File: config.mk
export PLATFORM = sky130hd
export DESIGN_NAME = issue_select_ctrl
export DESIGN_NICKNAME = d
export VERILOG_FILES = /design/src/rtl/issue_select_ctrl_pkg.sv /design/src/rtl/issue_select_ctrl_age.sv /design/src/rtl/issue_select_ctrl.sv
export SDC_FILE = /design/constraint.sdc
export NUM_CORES = 1
export LEC_CHECK = 0
export ABC_AREA = 1
export BUFFER_PORTS_ARGS = -buffer_cell sky130_fd_sc_hd__buf_4
export CAP_MARGIN = 0
export CORE_MARGIN = 2
export CORE_UTILIZATION = 45
export CTS_BUF_LIST = sky130_fd_sc_hd__clkbuf_8
export DETAILED_ROUTE_END_ITERATION = 7
export SYNTH_ARGS = -nofsm -noshare
export SYNTH_HDL_FRONTEND = slang
export SYNTH_SLANG_ARGS = --single-unit
File: constraint.sdc
create_clock -name clk -period 5.8 [get_ports clk]
set_input_delay 0.58 -clock clk [delete_from_list [all_inputs] [get_ports clk]]
set_output_delay 0.58 -clock clk [all_outputs]
set_load 0.005 [all_outputs]
File: src/rtl/issue_select_ctrl_pkg.sv
// Shared constants, types and bit-vector helpers for the issue-slot scheduler.
package issue_pkg;

  localparam int DEF_NUM_SLOTS = 8;
  localparam int DEF_IDX_W     = $clog2(DEF_NUM_SLOTS);
  // Helpers work on a wide vector so any slot count up to this size can share them.
  localparam int MAX_SLOTS     = 64;

  typedef logic [DEF_IDX_W-1:0]     slot_idx_t;
  typedef logic [DEF_NUM_SLOTS-1:0] slot_vec_t;
  typedef logic [MAX_SLOTS-1:0]     wide_vec_t;

  function automatic wide_vec_t lowest_set(wide_vec_t v);
    return v & (~v + wide_vec_t'(1));
  endfunction

  function automatic int unsigned onehot_to_idx(wide_vec_t v);
    int unsigned idx;
    idx = 0;
    for (int i = 0; i < MAX_SLOTS; i++)
      if (v[i]) idx |= unsigned'(i);
    return idx;
  endfunction

endpackage

File: src/rtl/issue_select_ctrl_age.sv
// Age matrix over the issue slots: tracks relative age of occupants and
// picks the oldest requesting slot. age_q[i][j]=1 means slot i is older than j.
module age_matrix_select #(
  parameter int NUM_SLOTS = 8
) (
  input  logic                 clk,
  input  logic                 reset,
  input  logic                 flush,
  input  logic [NUM_SLOTS-1:0] occ,
  input  logic [NUM_SLOTS-1:0] alloc_onehot,
  input  logic [NUM_SLOTS-1:0] grant,
  input  logic [NUM_SLOTS-1:0] req_eff,
  output logic [NUM_SLOTS-1:0] oldest
);

  logic [NUM_SLOTS-1:0][NUM_SLOTS-1:0] age_q, age_d;
  logic [NUM_SLOTS-1:0]                blocked;

  always_comb begin
    age_d = age_q;
    for (int i = 0; i < NUM_SLOTS; i++) begin
      for (int j = 0; j < NUM_SLOTS; j++) begin
        if (flush || i == j)
          age_d[i][j] = 1'b0;
        else if (alloc_onehot[j])
          // new entry j is younger than every occupant that survives this cycle
          age_d[i][j] = occ[i] & ~grant[i];
        else if (alloc_onehot[i] || grant[i] || grant[j])
          age_d[i][j] = 1'b0;
      end
    end
  end

  always_comb begin
    blocked = '0;
    for (int i = 0; i < NUM_SLOTS; i++)
      for (int j = 0; j < NUM_SLOTS; j++)
        if (j != i && req_eff[j] && age_q[j][i]) blocked[i] = 1'b1;
    oldest = req_eff & ~blocked;
  end

  always_ff @(posedge clk) begin
    if (reset) age_q <= '0;
    else       age_q <= age_d;
  end

endmodule

File: src/rtl/issue_select_ctrl.sv
// Issue-slot scheduler: allocates free slots to dispatched micro-ops and
// grants the oldest requesting slot to the functional unit each cycle.
module issue_select_ctrl
  import issue_pkg::*;
#(
  parameter  int NUM_SLOTS = DEF_NUM_SLOTS,
  localparam int IDX_W     = $clog2(NUM_SLOTS)
) (
  input  logic                 clk,
  input  logic                 reset,
  input  logic                 flush,
  input  logic                 dispatch_valid,
  output logic                 dispatch_ready,
  output logic [NUM_SLOTS-1:0] alloc_onehot,
  output logic [IDX_W-1:0]     alloc_idx,
  input  logic [NUM_SLOTS-1:0] slot_request,
  input  logic                 fu_ready,
  output logic [NUM_SLOTS-1:0] slot_grant,
  output logic                 issue_valid,
  output logic [IDX_W-1:0]     issue_idx,
  output logic [NUM_SLOTS-1:0] occupied,
  output logic [IDX_W:0]       count,
  output logic                 full,
  output logic                 empty
);

  logic [NUM_SLOTS-1:0] occ_q, occ_d;
  logic [IDX_W:0]       count_q, count_d;
  logic [NUM_SLOTS-1:0] req_eff, oldest, free_oh;

  assign req_eff = slot_request & occ_q;

  age_matrix_select #(.NUM_SLOTS(NUM_SLOTS)) u_age (
    .clk          (clk),
    .reset        (reset),
    .flush        (flush),
    .occ          (occ_q),
    .alloc_onehot (alloc_onehot),
    .grant        (slot_grant),
    .req_eff      (req_eff),
    .oldest       (oldest)
  );

  always_comb begin
    slot_grant     = (fu_ready && !flush) ? oldest : '0;
    issue_valid    = |slot_grant;
    issue_idx      = IDX_W'(onehot_to_idx(MAX_SLOTS'(slot_grant)));

    // uses registered occupancy, so a slot granted this cycle is not reused until next cycle
    dispatch_ready = !(&occ_q) && !flush;
    free_oh        = NUM_SLOTS'(lowest_set(MAX_SLOTS'(~occ_q)));
    alloc_onehot   = (dispatch_valid && dispatch_ready) ? free_oh : '0;
    alloc_idx      = IDX_W'(onehot_to_idx(MAX_SLOTS'(alloc_onehot)));

    if (flush) begin
      occ_d   = '0;
      count_d = '0;
    end else begin
      occ_d   = (occ_q & ~slot_grant) | alloc_onehot;
      count_d = count_q + (IDX_W+1)'(|alloc_onehot) - (IDX_W+1)'(issue_valid);
    end
  end

  always_ff @(posedge clk) begin
    if (reset) begin
      occ_q   <= '0;
      count_q <= '0;
    end else begin
      occ_q   <= occ_d;
      count_q <= count_d;
    end
  end

  assign occupied = occ_q;
  assign count    = count_q;
  assign full     = (count_q == (IDX_W+1)'(NUM_SLOTS));
  assign empty    = (count_q == '0);

endmodule

== After elaboration in Yosys (flattened, before gate mapping) ==
Index checks and enable logic that the tools add are counted.
Word-level totals
  latch bits: 0
  memories kept: 0
  RAM bits: 0
  bits in registers: 68
  bits of input ports: 13
  word-level logic and storage cells: 457
  bits in read-only memories: 0
Cells by class
  reductions and logical operators: 186
  multiplexer cells: 184
  div/mod/pow operators: 0
  shift-type cells: 0
  add/subtract/negate cells: 3
  bitwise logic cells: 25
  $mul: 0
  magnitude comparators: 0
  equality and inequality tests: 1
Operator list (count)
  two-way mux 1 bit: 170
  nonzero test 2 bit: 56
  logical OR 1 bit: 64
  logical AND 1 bit: 59
  AND 8 bit: 4
  inverter 8 bit: 4
  two-way mux 3 bit: 8
  two-way mux 8 bit: 2
  OR reduction 8 bit: 2
  adder 8 x 1 -> 8 bit, second input constant: 1
  AND 1 bit: 8
  two-way mux 2 bit: 4
  inverter 1 bit: 8
  bitwise OR 8 bit: 1
  AND reduction 8 bit: 1
  adder 4 x 1 -> 4 bit: 1
  == test 4 bit, second input constant: 1
  zero test 4 bit: 1
  subtractor 4 x 1 -> 4 bit: 1
  zero test 1 bit: 2
  OR reduction 2 bit: 1

== Logic depth before layout (Yosys ltp) ==
Gate-level depths: netlist (run 1).
  depth in word-level cells: 19
  gate-level depth with buffers: 19

== By module ==
Synthesis (run 1) repeated with hierarchy kept, for this count alone.
Unflattened totals
  cell total of the unflattened synthesis: 523
  area total of the unflattened synthesis: 3814.9 sq um
By module, submodules not included
  age_matrix_select: cells an instance 359, seq. area each 1121.1 sq um, area an instance 2820.2 sq um, instances 1
  issue_select_ctrl: cells an instance 164, seq. area each 240.2 sq um, area an instance 994.7 sq um, instances 1

== Least setup slack after synthesis (run 1) ==
No wires, ideal clock.
  kind: input to register
  start point: in slot_request[5]
  end point: reg count_q[2] (netlist: count[2])
  stages on the path: 16
  required time: 5.672 ns
  slack: 3.105 ns
  path buffers: 2
  arrival time: 2.567 ns
  cell sequence: clkbuf_1 > nand3_1 > nand2_1 > nor2_1 > nand2_1 > buf_2 > nand2_1 > inv_2 > nand4_1 > ha_1 > inv_1 > ha_1 > inv_1 > fa_1 > xor2_1 > nor2_1
On the way
  cells in the longest elaborated chain, start to end: 10
RTL lines
  start, declared: line issue_select_ctrl.sv:16  | input logic [NUM_SLOTS-1:0] slot_request,
  AND 8 bit (*): line issue_select_ctrl.sv:31  | assign req_eff = slot_request & occ_q;
  logical AND 1 bit: line issue_select_ctrl_age.sv:38  | if (j != i && req_eff[j] && age_q[j][i]) blocked[i] = 1'b1;
  two-way mux 1 bit (3 in series): line issue_select_ctrl_age.sv:38
  inverter 8 bit: line issue_select_ctrl_age.sv:39  | oldest = req_eff & ~blocked;
  AND 8 bit (*): line issue_select_ctrl_age.sv:39
  two-way mux 8 bit (*): line issue_select_ctrl.sv:45  | slot_grant = (fu_ready && !flush) ? oldest : '0;
  OR reduction 8 bit (*): line issue_select_ctrl.sv:46  | issue_valid = |slot_grant;
  net issue_valid: line issue_select_ctrl.sv:19  | output logic issue_valid,
  subtractor 4 x 1 -> 4 bit (*): line issue_select_ctrl.sv:60  | count_d = count_q + (IDX_W+1)'(|alloc_onehot) - (IDX_W+1)'(issue_valid);
  end signal, assigned: line issue_select_ctrl.sv:70  | count_q <= count_d;
  end, declared: line issue_select_ctrl.sv:28  | logic [IDX_W:0] count_q, count_d;
Mark *: on every way through the listed nets, which the timed path passes. The rest lies on a longest branch.
A chain may end at the register's enable or synchronous reset.

== Worst setup path after layout (run 1) ==
  start point: reg occ_q[0] (netlist: occupied[0])
  end point: reg count_q[3] (netlist: count[3])
On the way
  cells in the longest elaborated chain, start to end: 14
RTL lines
  start, declared: line issue_select_ctrl.sv:27  | logic [NUM_SLOTS-1:0] occ_q, occ_d;
  start signal, assigned: line issue_select_ctrl.sv:66  | occ_q <= '0;
  start signal, assigned: line issue_select_ctrl.sv:69  | occ_q <= occ_d;
  branches (longest 13 deep; another with adder 8 x 1 -> 8 bit)
  subtractor 4 x 1 -> 4 bit (*): line issue_select_ctrl.sv:60
Every way passes the cells marked *.

==> results of run 1 <==
-- logic make-up (layout without fill, tap and decap cells) --
| kind of cell | Yosys count | count (layout) | share of synthesized area [%] |
|---|---|---|---|
| AND/OR/NAND/NOR | 302 | 302 | 39.00 |
| AO/OA/AOI/OAI | 72 | 72 | 10.10 |
| buffers and inverters | 98 | 130 | 11.32 |
| adder cells (fa/ha/maj) | 7 | 7 | 2.568 |
| XOR/XNOR | 1 | 1 | 0.2366 |
| flip-flops | 68 | 68 | 36.77 |
-- worst reg2reg max path, stage by stage, from the launching register on --
cell and delay (ns):
sky130_fd_sc_hd__dfxtp_1 0.68, sky130_fd_sc_hd__nand2_1 0.29, sky130_fd_sc_hd__o21ai_1 0.26, sky130_fd_sc_hd__nor2_1 0.09, sky130_fd_sc_hd__nand2_1 0.37, sky130_fd_sc_hd__nand2_1 0.12
sky130_fd_sc_hd__inv_2 0.13, sky130_fd_sc_hd__nand4_1 0.13, sky130_fd_sc_hd__ha_1 0.33, sky130_fd_sc_hd__inv_1 0.04, sky130_fd_sc_hd__ha_1 0.16, sky130_fd_sc_hd__inv_1 0.08
sky130_fd_sc_hd__nor2_1 0.05, sky130_fd_sc_hd__a211oi_1 0.25, sky130_fd_sc_hd__nand2_1 0.08, sky130_fd_sc_hd__nor3b_1 0.14
-- final timing paths --
| path | end | slack, ns | depth (start not counted) |
|---|---|---|---|
| hold reg to reg | u_age.age_q[62]$_SDFFE_PP0P_ | 0.48 | 2 |
| setup reg to reg | count[3]$_SDFF_PP0_ | 2.45 | 15 |
| hold / removal | u_age.age_q[62]$_SDFFE_PP0P_ | 0.48 | 2 |
| setup / recovery | count[3]$_SDFF_PP0_ | 2.45 | 15 |
-- metrics by stage --
stage,util [%],hold slack [ns]
6_report,52.29,0.4800
4_1_cts,52.29,0.4819
3_3_place_gp,49.94,0.4676
5_1_grt,52.29,0.5006
3_5_place_dp,49.94,0.4711
2_1_floorplan,-,0.4566
-- cell usage in the layout, fill, tap and decap left out, types with 8 or more instances in the layout --
| cell | n |
|---|---|
| sky130_fd_sc_hd__a21oi_1 | 63 |
| sky130_fd_sc_hd__nor2_1 | 34 |
| sky130_fd_sc_hd__nand4_1 | 9 |
| sky130_fd_sc_hd__nor2_4 | 8 |
| sky130_fd_sc_hd__nand2_1 | 104 |
| sky130_fd_sc_hd__inv_1 | 54 |
| sky130_fd_sc_hd__dfxtp_1 | 68 |
| sky130_fd_sc_hd__nand3_1 | 131 |
| sky130_fd_sc_hd__buf_4 | 51 |
| sky130_fd_sc_hd__inv_2 | 8 |
| sky130_fd_sc_hd__clkbuf_8 | 11 |
-- cell usage after synthesis, types with 4 or more instances --
cell / n / share of area (%)
sky130_fd_sc_hd__clkbuf_1: 12 / 1.2
sky130_fd_sc_hd__inv_2: 8 / 0.81
sky130_fd_sc_hd__buf_2: 14 / 1.9
sky130_fd_sc_hd__nor2_1: 34 / 3.4
sky130_fd_sc_hd__a21oi_1: 63 / 8.5
sky130_fd_sc_hd__clkinv_1: 4 / 0.41
sky130_fd_sc_hd__nor2_2: 7 / 1.2
sky130_fd_sc_hd__ha_1: 6 / 2.0
sky130_fd_sc_hd__nand4_1: 9 / 1.5
sky130_fd_sc_hd__nor2_4: 8 / 2.4
sky130_fd_sc_hd__buf_4: 5 / 1.0
sky130_fd_sc_hd__inv_1: 53 / 5.4
sky130_fd_sc_hd__nand2_1: 104 / 11
sky130_fd_sc_hd__dfxtp_1: 68 / 37
sky130_fd_sc_hd__nand3_1: 131 / 18
-- power groups by stage --
| stage | logic, W | clock network [W] | registers (W) |
|---|---|---|---|
| floorplan | 0.0000217 | 0 | 0.000479 |
| global placement | 0.0000403 | 0 | 0.000480 |
| detailed placement | 0.0000404 | 0 | 0.000480 |
| CTS | 0.0000405 | 0.000399 | 0.000469 |
| global route | 0.0000443 | 0.000421 | 0.000469 |
| finish | 0.0000408 | 0.000397 | 0.000469 |
-- final cells by class --
type / count / share of cell area, %
Multi-Input combinational cell: 382 / 45.42
Sequential cell: 68 / 32.17
Timing Repair Buffer: 51 / 9.048
Inverter: 65 / 5.766
Clock buffer: 11 / 3.578
Tap cell: 105 / 3.105
Clock inverter: 3 / 0.9166
-- registers in the layout, indices dropped and copies added, names as in the netlist --
register / count
u_age.age_q: 56
occupied: 8
count: 4
-- routing by layer --
| layer | share of wire [%] | track usage, % | up-vias | wire length (µm) |
|---|---|---|---|---|
| li1 | - | - | 1856 | - |
| met3 | 6.1 | 4.709 | 26 | 755 |
| met4 | 2.7 | 12.44 | 0 | 337 |
| met5 | 0 | 0 | - | 0 |
| met2 | 47 | 44.92 | 146 | 5796 |
| met1 | 44 | 39.42 | 1765 | 5506 |
==> results.md, run 1 <==
Status:
- The run finished with clean final reports.

Worst setup path:
- STA classifies the critical path endpoint as a register.
- Counting stages on the worst path, the most repeated cell is sky130_fd_sc_hd__nand2_1.
- The startpoint of the worst register-to-register path is occupied[0]$_SDFF_PP0_.
- Tracing the worst setup path back leads to its startpoint at occupied[0]$_SDFF_PP0_.
- At the worst endpoint, the arrival time is 3.56 ns.
- The peak fanout along the critical path is 14.
- STA classifies the critical path startpoint as a register.
- The number of buffers and inverters on the critical path is 3.
- Walking the worst path, the cells encountered are nand2_1 -> o21ai_1 -> nor2_1 -> nand2_1 -> nand2_1 -> inv_2 -> nand4_1 -> ha_1 -> inv_1 -> ha_1 -> inv_1 -> nor2_1 -> a211oi_1 -> nand2_1 -> nor3b_1.
- The maximum single-stage delay on the critical path is 0.68 ns.
- The cell with the biggest individual delay on the critical path is sky130_fd_sc_hd__dfxtp_1.
- The kind of critical path is reg2reg.
- The required time of the critical path is 6.01 ns.
- The cell family with the largest share of critical-path delay is simple AND/OR/NAND/NOR gates.

STA:
- Setup slack on the critical path of the routed design comes to 2.446 ns.
- The max-slew violation count is 0.
- For the final database, setup skew stands at 0.01321 ns.
- Setup repair after global routing left no endpoint under its margin.
- Derived from the worst setup path, the maximum achievable clock frequency is 0.2981 GHz.
- The worst slew slack as a fraction of its limit is 50.90%.
- The smallest clock period supported by the final layout is computed as 3.354 ns.
- Setup total negative slack on the finished layout was measured at 0 ns.
- Setup violations remaining at the end of the flow were counted as 0.
- The final period utilization is 57.83%.
- For the pin with the worst max-slew slack, the measured transition is 0.7365 ns.
- The number of hold-slack violations in the final timing report is 0.

Routing:
- The length of the first detailed-routing pass in iterations is 5.
- The vias after detailed routing is 3,793.
- The count of nets left with antenna violations once routing finished came out at 0.
- The per-cell via count in the routed design is 5.537.
- The remaining design rule violation count is 0.
- The routed design has 12,400 µm of wire.
- In the final routed layout, each cell accounts on average for 18.10 µm.
- In this run, the number of DRC markers left after iteration 0 of detailed routing was 258.

CTS:
- The number of clock buffers added by TritonCTS is 9.
- After clock tree synthesis, the clock-pin slew on the worst setup and hold paths is 0.08 ns.
- The number of gates resized after CTS is 0.
- Post-CTS timing repair inserted 0 buffers for setup.
- The root buffer cell chosen for the clock tree is sky130_fd_sc_hd__clkbuf_8.
- The tree built by TritonCTS fans out to 68 sinks.
- The number of buffers inserted by hold repair at cts is 0.
- The number of buffers on the longest clock path is 2.
- TritonCTS built the clock tree.
- The CTS H-tree depth is 3.
- The later pin in the worst-skew pair is clocked with a latency of 0.36 ns.

Floorplan:
- The die is 94.71 µm tall.
- For this configuration, the core starts out at a cell density of 45.75%.
- Pin placement for this block handled 51 I/O pins.
- The floorplan has 33 rows.
- In this run the horizontal extent of the chip is 94.71 µm.
- The standard cell core area is 0.008093 mm².
- The floorplan step defined a die boundary enclosing 0.008969 mm².

Placed design:
- The placed cell count is 671.
- The cell area reported after detailed placement is 0.004041 mm².
- Prior to clock tree synthesis, the placed netlist has a worst setup slack of 2.509 ns.
- The number of buffers added on ports is 50.
- Summed over all nets, the half-perimeter wirelength after detailed placement is 8328 µm.
- The congestion estimate from routability-driven global placement came to 0.9184.

Power:
- The cell-internal power is 0.0006955 W.
- The power density over the cells is 214.5 mW/mm².
- For this design the static power due to leakage is 1.654 nW.
- In this run switching power makes up 23.37% of total power.
- After layout, the design draws a total of 0.0009076 W.
- The clock network power share is 43.8%.
- Across the VDD grid, the largest voltage drop is 94.14 µV.
- The sequential cell fraction of total power is 51.7%.
- In this run the power spent charging and discharging nets is 0.0002121 W.
- The relative contribution of combinational cells to total power is 4.5%.

Final layout:
- The number of fill cells is 863.
- The count of cells in the finished layout, fillers not included, comes to 685.
- Summing all flip-flop and latch instances after layout gives 0.001361 mm².
- The multi-input combinational cells in the finished layout cover a total of 0.001922 mm².
- The repair_antennas step left the layout with diodes totalling 0.
- The net count of the finished layout is 597.
- The layout cell share with drive strength beyond 1 is 16.21%.
- The final design area excluding fillers is 0.004232 mm².
- Compared with the post-synthesis result, the final layout area differs by 14.30%.

Flow run:
- The tool flagged a number of max-cap violations equal to 0.

GRT:
- The pin count of the biggest net entering global routing is 69.
- The overall routing resource usage is 28.85%.
- The via count of the first global-routing pass is 3,504.
- The aggregate global routing overflow is 0.
- The initial antenna violation count is 0.
- The wire length of the first global-routing pass is 19,220 µm.

Synth:
- The number of flip-flops and latches in the synthesized netlist is 68.
- The synthesized area divided by synthesized cell count is 6.756 µm².
- The number of unique standard cell types used by synthesis is 30.
- The post-synthesis net count is 568.
- Counting every instance in the synthesized netlist gives 548.
- The leading register cell type out of synthesis is sky130_fd_sc_hd__dfxtp_1.
- The cell area after synthesis is 0.003702 mm².
- The proportion of register bits with asynchronous set or reset after synthesis is 0%.
- Sequential cells were found to cover 36.77% of the synthesized design area.
- In this run, synthesis inferred 0 flip-flops with an integrated enable.
- The number of warning messages in the yosys log is 0.

Hold path:
- The worst hold path begins at u_age.age_q[62]$_SDFFE_PP0P_.
- The worst hold path belongs to the class reg2reg.
Power figures use the tool's default switching activity.
==> inputs of run 2 (changes only) <==
- clock period: 5.8 -> 3.3 ns (I/O delays scaled with it)
==> run 2 against run 1 <==
Sequential cell count stayed put. First-iteration DRC count is 49% higher. Utilization is 0.48 points higher. Setup slack worse by 2.0 ns. Sequential share of layout area is 0.29 points lower. Maximum frequency is 17% higher. Cell count is 1.3% higher. Clock power is 58% higher. Cell area is 0.92% higher. Global-route usage is 0.23 points higher. Critical endpoint is now count[2]$_SDFF_PP0_. Sequential power is 76% higher.
==> results.md, run 2 (synthesized netlist as in run 1, its figures left out) <==
STA:
- The worst slew slack as a fraction of its limit came to 42.75% (was 50.90%).
- The number of hold-slack violations in the final timing report came to 0 (unchanged).
- The minimum clock period after layout was 2.866 ns (was 3.354 ns).
- The slew at the pin closest to its max-slew limit is 0.8588 ns (was 0.7365 ns).
- Setup repair after global routing missed its margin: false (unchanged).
- The total setup violations reported at the end of the flow is 0 (unchanged).
- The final period utilization is 86.86% (was 57.83%).
- The worst clock skew on the final layout was 0.006753 ns (was 0.01321 ns).
- The accumulated negative setup slack is 0 ns (unchanged).
- The highest attainable clock frequency is 0.3489 GHz (was 0.2981 GHz).
- The max-slew violation count is 0 (unchanged).

Power:
- The clock network power share came to 41.0% (was 43.8%).
- The relative contribution of combinational cells to total power is 4.9% (was 4.5%).
- The power density over the cells came to 357.1 mW/mm² (was 214.5 mW/mm²).
- The sequential cell fraction of total power is 54.0% (was 51.7%).
- The cell-internal power is 0.001147 W (was 0.0006955 W).
- The net switching fraction of the power is 24.81% (was 23.37%).
- The largest voltage drop on the vdd net is 193.9 µV (was 94.14 µV).
- The net switching power of the design is 0.0003784 W (was 0.0002121 W).
- The reported leakage power is 1.687 nW (was 1.654 nW).

Worst setup path:
- The worst reg-to-reg setup slack is 0.43 ns (was 2.45 ns).
- The depth of the worst register-to-register path is 15 (unchanged).
- The peak fanout along the critical path came to 9 (was 14).
- The maximum single-stage delay on the critical path came to 0.52 ns (was 0.68 ns).
- The endpoint type of the worst setup path is a register (unchanged).
- The critical path's most frequent cell is sky130_fd_sc_hd__nor2_1 (was sky130_fd_sc_hd__nand2_1).
- The kind of critical path is reg2reg (unchanged).
- The data arrival time of the worst path was 3.08 ns (was 3.56 ns).
- The number of buffers and inverters on the critical path was 3 (unchanged).
- Ordered list of cells on the worst path: buf_4 -> nand3_1 -> nand2_1 -> nor2_1 -> nand3_1 -> nand2_1 -> nor2_1 -> nand4_1 -> ha_1 -> inv_1 -> ha_1 -> inv_1 -> fa_1 -> xor2_1 -> nor2_1 (was nand2_1 -> o21ai_1 -> nor2_1 -> nand2_1 -> nand2_1 -> inv_2 -> nand4_1 -> ha_1 -> inv_1 -> ha_1 -> inv_1 -> nor2_1 -> a211oi_1 -> nand2_1 -> nor3b_1).
- The required time of the critical path is 3.51 ns (was 6.01 ns).
- The cell with the biggest individual delay on the critical path is sky130_fd_sc_hd__dfxtp_1 (unchanged).
- The cell family with the largest share of critical-path delay is simple AND/OR/NAND/NOR gates (unchanged).
- The kind of start point of the critical path is a register (unchanged).
- The start point of the critical path was occupied[0]$_SDFF_PP0_ (unchanged).
- The endpoint of the worst-slack reg-to-reg timing path is count[2]$_SDFF_PP0_ (was count[3]$_SDFF_PP0_).
- The startpoint of the worst register-to-register path is occupied[0]$_SDFF_PP0_ (unchanged).

GRT:
- The pin count of the biggest net entering global routing is 41 (was 69).
- The overall routing resource usage came to 29.08% (was 28.85%).
- The initial antenna violation count is 0 (unchanged).
- The via count of the first global-routing pass is 3,467 (was 3,504).
- The aggregate global routing overflow is 0 (unchanged).
- The wire length of the first global-routing pass was 19,150 µm (was 19,220 µm).

CTS:
- The clock tree from TritonCTS was done (unchanged).
- The number of gates resized after CTS is 0 (unchanged).
- The number of buffers on the longest clock path is 2 (unchanged).
- The post-CTS repair timing setup buffer count is 0 (unchanged).
- The clock tree root driver cell is sky130_fd_sc_hd__clkbuf_8 (unchanged).
- The number of buffers created by CTS is 9 (unchanged).
- The CTS H-tree depth is 3 (unchanged).
- The clock latency at the later pin of the worst-skew pair is 0.35 ns (was 0.36 ns).
- The number of buffers inserted by hold repair at cts is 0 (unchanged).
- The CTS clock-pin slew for the worst setup and hold paths came to 0.07 ns (was 0.08 ns).
- The number of sinks on the clock net is 68 (unchanged).

Final layout:
- The register with the highest flop count is u_age.age_q (unchanged).
- The final design area excluding fillers came to 0.004270 mm² (was 0.004232 mm²).
- The net count reported at finish is 605 (was 597).
- The commonest non-fill, non-tap cell in the layout is sky130_fd_sc_hd__nand3_1 (unchanged).
- The number of fill cells is 873 (was 863).
- The antenna cell count is 0 (unchanged).
- The flip-flop count of the largest register, all copies and words added was 56 (unchanged).
- The layout cell share with drive strength beyond 1 is 17.32% (was 16.21%).
- The layout-stage area growth over the synthesis result came to 15.34% (was 14.30%).
- Commonest cells after routing, fill and taps aside: 131 x sky130_fd_sc_hd__nand3_1, 104 x sky130_fd_sc_hd__nand2_1, 68 x sky130_fd_sc_hd__dfxtp_1 (unchanged).

Hold path:
- The hold path startpoint is dispatch_valid (was u_age.age_q[62]$_SDFFE_PP0P_).
- The depth of the worst hold-timing path was 3 (was 2).
- The destination of the worst hold path is occupied[2]$_SDFF_PP0_ (was u_age.age_q[62]$_SDFFE_PP0P_).
- The worst min-delay path category is in2reg (was reg2reg).

Placed design:
- The HPWL after detailed placement is 8549 µm (was 8328 µm).
- The final weighted congestion in routability-driven placement is 0.8821 (was 0.9184).
- The cell area reported after detailed placement is 0.004101 mm² (was 0.004041 mm²).
- The number of buffers added on ports is 50 (unchanged).

Routing:
- The sum of routed wire length over all layers is 12,620 µm (was 12,400 µm).
- The number of nets still failing antenna checks after routing is 0 (unchanged).
- The average wire length per cell after detail routing is 18.19 µm (was 18.10 µm).
- The remaining design rule violation count came to 0 (unchanged).
- The length of the first detailed-routing pass in iterations is 5 (unchanged).
- The initial detailed-routing violation count is 385 (was 258).
- The vias after detailed routing is 3,932 (was 3,793).
- The per-cell via count in the routed design came to 5.666 (was 5.537).

Floorplan:
- The floorplan die width was 94.71 µm (unchanged).
- The floorplan die height is 94.71 µm (unchanged).
- The count of standard-cell rows came to 33 (unchanged).
- The area of the die is 0.008969 mm² (unchanged).
- The initial standard-cell utilization of the core came to 45.75% (unchanged).
- The total I/O pin count is 51 (unchanged).
- The standard cell core area is 0.008093 mm² (unchanged).

Flow run:
- The reported max-cap violation count came to 0 (unchanged).

Status:
- Status: complete, no violations (unchanged).
run 2: cell count changes in the layout (fill, tap and decap cells not counted), sizes merged:
cell    change
inv         +1
buf         +8
clkinv      +1
bufinv      -1
run 2: worst max-delay path by stage:
stage / end / slack [ns] / cells after the start
4_1_cts: count[2]$_SDFF_PP0_ / 0.45 / 15
6_report: count[2]$_SDFF_PP0_ / 0.43 / 15
5_1_grt: count[2]$_SDFF_PP0_ / 0.25 / 15
3_3_place_gp: count[3]$_SDFF_PP0_ / 0.47 / 18
2_1_floorplan: count[2]$_SDFF_PP0_ / 0.74 / 16
3_5_place_dp: count[3]$_SDFF_PP0_ / 0.38 / 18
run 2: power groups by stage:
stage	clock, W	sequential [W]	combinational, W
2_1_floorplan	0	0.000842	0.0000382
3_3_place_gp	0	0.000843	0.0000736
3_5_place_dp	0	0.000843	0.0000738
4_1_cts	0.000633	0.000824	0.0000742
5_1_grt	0.000682	0.000824	0.0000812
6_report	0.000626	0.000824	0.0000751
run 2: through the flow:
step	cells	hold slack [ns]	util (%)	setup slack, ns	power [W]
after floorplan	548	0.4566	-	0.7448	0.0008804
after global placement	679	0.4671	50.68	0.4714	0.0009166
after detailed placement	679	0.4733	50.68	0.3835	0.0009169
after CTS	694	0.4162	52.77	0.4528	0.001531
after global routing	694	0.4552	52.77	0.2508	0.001587
final	694	0.4262	52.77	0.4336	0.001525
run 2: cell type report:
type / count / area, µm² / area share (%)
multi-input cells: 382 / 1922 / 45.00
flip-flops and latches: 68 / 1361 / 31.88
repair buffers: 59 / 442.9 / 10.37
inverters: 65 / 244.0 / 5.713
clock buffers: 11 / 151.4 / 3.545
well taps: 105 / 131.4 / 3.076
clock inverters: 4 / 17.52 / 0.4102
run 2: layer usage:
layer	wire length [µm]	part of all wire, %	global-route usage (%)	vias up
met4	248	2.0	8.333	0
met3	944	7.5	6.385	21
met5	0	0	0	-
met1	5495	44	39.20	1875
li1	-	-	-	1869
met2	5935	47	46.75	167
run 2: worst min-delay path: stages:
cell	delay (ns)
sky130_fd_sc_hd__buf_4	0.15
sky130_fd_sc_hd__nand4_1	0.16
sky130_fd_sc_hd__a21oi_1	0.08
